**src/rtl/capture_sub.sv**
```systemverilog
// Input-capture channel: synchronises an external event pin, detects the
// selected edge(s) and pushes the live counter value into a small FWFT FIFO.
// Sticky capture/overflow flags feed the interrupt logic.
module capture_sub #(
    parameter int unsigned WIDTH       = 32,
    parameter int unsigned DEPTH       = 4,
    parameter int unsigned SYNC_STAGES = 2
) (
    input  logic                     clk_in,
    input  logic                     reset,
    input  logic                     enable,
    input  logic [1:0]               edge_sel,
    input  logic                     cap_in,
    input  logic [WIDTH-1:0]         counter,
    input  logic                     pop,
    input  logic                     clear,
    output logic [WIDTH-1:0]         cap_value,
    output logic                     cap_valid,
    output logic [$clog2(DEPTH):0]   count,
    output logic                     capture,
    output logic                     overflow
);

    localparam int unsigned AW      = $clog2(DEPTH);
    localparam int unsigned CW      = AW + 1;
    localparam int unsigned ARM_MAX = SYNC_STAGES + 1;
    localparam int unsigned ARMW    = $clog2(ARM_MAX + 1);

    logic [SYNC_STAGES-1:0] sync_q, sync_d;
    logic                   prev_q;
    logic [ARMW-1:0]        arm_q, arm_d;
    logic [AW-1:0]          wr_ptr_q, wr_ptr_d;
    logic [AW-1:0]          rd_ptr_q, rd_ptr_d;
    logic [CW-1:0]          count_q, count_d;
    logic                   capture_q, capture_d;
    logic                   overflow_q, overflow_d;
    logic [WIDTH-1:0]       mem_q [DEPTH];

    logic synced;
    logic armed;
    logic rise;
    logic fall;
    logic ev;
    logic not_empty;
    logic pop_eff;
    logic push;
    logic drop;

    // Edge detection on the synchronised pin, gated by arming and enable
    always_comb begin
        sync_d    = {sync_q[SYNC_STAGES-2:0], cap_in};
        synced    = sync_q[SYNC_STAGES-1];
        armed     = (arm_q == ARMW'(ARM_MAX));
        arm_d     = armed ? arm_q : arm_q + ARMW'(1);
        rise      = synced & ~prev_q;
        fall      = ~synced & prev_q;
        ev        = armed & enable & ((edge_sel[0] & rise) | (edge_sel[1] & fall));
    end

    // FIFO bookkeeping and sticky flag next-state; a set wins over clear
    always_comb begin
        not_empty  = (count_q != CW'(0));
        pop_eff    = pop & not_empty;
        push       = ev & ((count_q < CW'(DEPTH)) | pop_eff);
        drop       = ev & ~push;
        wr_ptr_d   = push ? wr_ptr_q + AW'(1) : wr_ptr_q;
        rd_ptr_d   = pop_eff ? rd_ptr_q + AW'(1) : rd_ptr_q;
        count_d    = count_q + CW'(push) - CW'(pop_eff);
        capture_d  = push | (capture_q & ~clear);
        overflow_d = drop | (overflow_q & ~clear);
    end

    // Control state; reset discards FIFO contents by zeroing pointers/count
    always_ff @(posedge clk_in or negedge reset) begin
        if (!reset) begin
            sync_q     <= '0;
            prev_q     <= 1'b0;
            arm_q      <= '0;
            wr_ptr_q   <= '0;
            rd_ptr_q   <= '0;
            count_q    <= '0;
            capture_q  <= 1'b0;
            overflow_q <= 1'b0;
        end else begin
            sync_q     <= sync_d;
            prev_q     <= synced;
            arm_q      <= arm_d;
            wr_ptr_q   <= wr_ptr_d;
            rd_ptr_q   <= rd_ptr_d;
            count_q    <= count_d;
            capture_q  <= capture_d;
            overflow_q <= overflow_d;
        end
    end

    // FIFO storage; contents are only meaningful behind the pointers
    always_ff @(posedge clk_in) begin
        if (push) begin
            mem_q[wr_ptr_q] <= counter;
        end
    end

    assign cap_valid = not_empty;
    assign cap_value = not_empty ? mem_q[rd_ptr_q] : '0;
    assign count     = count_q;
    assign capture   = capture_q;
    assign overflow  = overflow_q;

endmodule

```
**config.mk**
```make
export PLATFORM = sky130hd
export DESIGN_NAME = capture_sub
export DESIGN_NICKNAME = d
export VERILOG_FILES = /design/src/rtl/capture_sub.sv
export SDC_FILE = /design/constraint.sdc
export NUM_CORES = 1
export LEC_CHECK = 0
export CORE_MARGIN = 2
export CORE_UTILIZATION = 50
export DETAILED_ROUTE_END_ITERATION = 6
export PLACE_DENSITY = 0.74
export SKIP_LAST_GASP = 1
export SLEW_MARGIN = 0
export SYNTH_ARGS = -nofsm -noshare
export SYNTH_HDL_FRONTEND = slang
export SYNTH_SLANG_ARGS = --single-unit
```
**constraint.sdc**
```tcl
create_clock -name clk_in -period 4.4 [get_ports clk_in]
set_input_delay 0.66 -clock clk_in [delete_from_list [all_inputs] [get_ports clk_in]]
set_output_delay 0.66 -clock clk_in [all_outputs]
set_load 0.03 [all_outputs]
```
==> run metrics <==
H-tree depth=4; Top Family by Delay on Critical Path=buffers and inverters; Max Cap Violations=0; share of flip-flops with an asynchronous set or reset=~9.9%; Pint=0.003297 W; Seq/Total Area, Yosys=75.41%; dpl hpwl=5446 um; met2 usage=between 20% and 30%; Filler cells=~770; Root Buffer=clkbuf_8; ANT cells=0; hold_ws=367.9 ps; minimum clock period=3540 ps; Iteration-0 DRC Markers=~140; post_cts resized=0; crit path cell chain=buf_4, mux4_1, and2_1, clkdlybuf4s50_1; clk slew on worst S/H paths=60 ps; Synth-to-Final Area Change=26.50%; clk_skew=10.21 ps; critical path's largest stage delay=700 ps; crit path kind=reg -> out; Die Height=109.5 um; count leader, synth=edfxtp_1; Worst Path Required=3740 ps; worst-path maximum fanout=15; share of power burned in registers=35.8%; Finish-stage setup viols=0; Sequential Area=4197 um^2; DIE AREA=~12000 um^2; combinational fraction of design power=approximately 34%; share of the synthesized area in the top cell type=69.11%; DR DRC count=0; final hold vios=0; Worst Setup Start Kind=register; I/O pin count=roughly 80; total gr overflow=0; drt wl/cell=19.37 um; max-slew violations=0; RSZ-0062 raised after global routing=no; CP bufs+invs=2; met3 usage=6.165%; slowest cell on the critical path=dfrtp_2; drt via density=~5.3; status=finished clean; CTS Buf Count=17; Switching Fraction=between 30% and 40%; min-delay worst type=reg -> reg; f_max=between 200 and 300 MHz; DIE WIDTH=109.5 um; Clk pwr share=a little under a third; leading area contributor after synthesis=edfxtp_1; GRT busiest layer=met2; hold buffer count at cts=0; share of cells above drive strength 1=19.44%; Total GRT Usage=approximately 18%; Synthesis Warnings=0; cell count after synthesis=between 200 and 300; Final period util=80.45%; Initial Util=51.30%; via count=2639; syn_area_per_cell=21.72 um^2; FP Rows=38; vias in the first global route=2848; TritonRoute pass-1 iters=5; Synth Flop Type=edfxtp_1; Core ar.=between 10000 and 15000 um^2; met1 Use GR=21.86%; Worst VDD drop=0.4040 mV; clock tree from TritonCTS=built; Worst-Margin Slew=1095 ps; Clock Tree Buf Depth=2; PwrDens=681.7 nW/um^2; clock sink total=approximately 140; Post-Route WL=around 9600 um; worst path arrival time=2880 ps; fin nets=390; net count after synthesis=304; post-synthesis register bit count=142; Lkg Pwr=2.374 nW; Placer Congestion=between 0.7 and 0.8; IO Port Bufs=77; Post-synth top cells=128 x edfxtp_1, 36 x and2_1, 28 x mux4_2, 14 x dfrtp_1, 8 x inv_1; Slew headroom=between 20 and 30%; Netlist cell types=25; synthesized area=5562 um^2; Fin Setup TNS=0 ps; Worst setup EP type=primary output; latest clock arrival within the worst-skew pair=between 500 and 600 ps; P_sw=0.001500 W; largest net degree at the start of global routing=36; Area contributors post-synth=edfxtp_1 69%, mux4_2 11%, dfrtp_1 6.3%; first-pass GRT wire length=14860 um; EDFF count, synth=128; multi-input logic area=1236 um^2; Antenna Nets Post-Route=0; initial antenna violation count=0; post-CTS setup buffers=0
-- per-layer routing --
metal | up-vias | wire (um)
met5 | - | 0
met4 | 0 | 71
met3 | 6 | 636
met2 | 96 | 4870
met1 | 1350 | 4009
li1 | 1187 | -
-- sequential cells by signal, summed over array words and instances (netlist names) --
| register | cells |
|---|---|
| wr_ptr_q | 2 |
| sync_q | 2 |
| count | 3 |
| arm_q | 2 |
| prev_q | 1 |
| overflow | 1 |
| capture | 1 |
| mem_q | 128 |
| rd_ptr_q | 2 |
-- through the flow --
stage	power [W]	cells	util (%)	cell area (um^2)	setup slack (ps)
4_1_cts	0.004852	495	64.90	7036	774.2
6_report	0.004796	495	64.90	7036	860.2
5_1_grt	0.005000	495	64.90	7036	685.8
3_5_place_dp	0.003374	463	59.26	6424	1291
3_3_place_gp	0.003363	463	59.26	6424	1332
2_1_floorplan	0.002825	256	-	5562	1904
-- layout by cell type (no fill, tap or decap), drive strengths merged, types with 2 or more instances in the layout --
master           n
bufinv           4
inv              9
xnor2            5
mux4            32
and2            37
buf              2
edfxtp         128
dfrtp           14
clkinv           5
ha               7
nand3b           2
clkbuf          19
mux2             2
clkdlybuf4s50   77
clkinvlp         3
-- cells by family (layout without fill, tap and decap cells) --
| kind of cell | count (synthesis) | in the layout | synth area share, % |
|---|---|---|---|
| DFF | 142 | 142 | 75.41 |
| AOI/OAI and AO/OA | 4 | 4 | 0.8774 |
| muxes | 34 | 34 | 13.63 |
| xor gates and xnor gates | 6 | 6 | 0.9449 |
| adders and majority gates | 8 | 8 | 1.935 |
| buffers and inverters | 20 | 119 | 2.452 |
| and+or+nand+nor | 42 | 42 | 4.747 |
-- path summary, 6_finish.rpt --
path                                         start                      end  slack (ps)  depth (start not counted)
min in group asynchronous                    reset       overflow$_DFF_PN0_         560                          1
min                            sync_q[0]$_DFF_PN0_      sync_q[1]$_DFF_PN0_         370                          0
max                        rd_ptr_q[0]$_DFFE_PN0P_             cap_value[0]         860                          4
max reg2reg                     count[2]$_DFF_PN0_       count[2]$_DFF_PN0_        1400                          9
max in group asynchronous                    reset  rd_ptr_q[0]$_DFFE_PN0P_        3380                          1
min reg2reg                    sync_q[0]$_DFF_PN0_      sync_q[1]$_DFF_PN0_         370                          0
-- worst reg2reg max path, cell delays in order (launching register included) --
cell	delay, ps
dfrtp_1	460
or3_1	860
and2_4	390
ha_1	290
inv_1	60
ha_1	130
inv_1	50
fa_1	380
xnor2_1	150
xnor2_1	130
-- power by group through the flow --
stage,Combinational [W],Clock (W),Sequential (W)
global route,0.00172,0.00155,0.00174
detailed placement,0.00162,0,0.00175
finish,0.00161,0.00147,0.00172
global placement,0.00162,0,0.00175
floorplan,0.00116,0,0.00166
CTS,0.00164,0.00149,0.00172
-- final cells by class --
type | count | share of cell area, %
Clock buffer | 19 | 5.993
Clock inverter | 13 | 2.703
Inverter | 8 | 0.4268
Multi-Input combinational cell | 94 | 17.57
Sequential cell | 142 | 59.65
Tap cell | 140 | 2.490
Timing Repair Buffer | 79 | 11.17
Power figures use the tool's default switching activity.
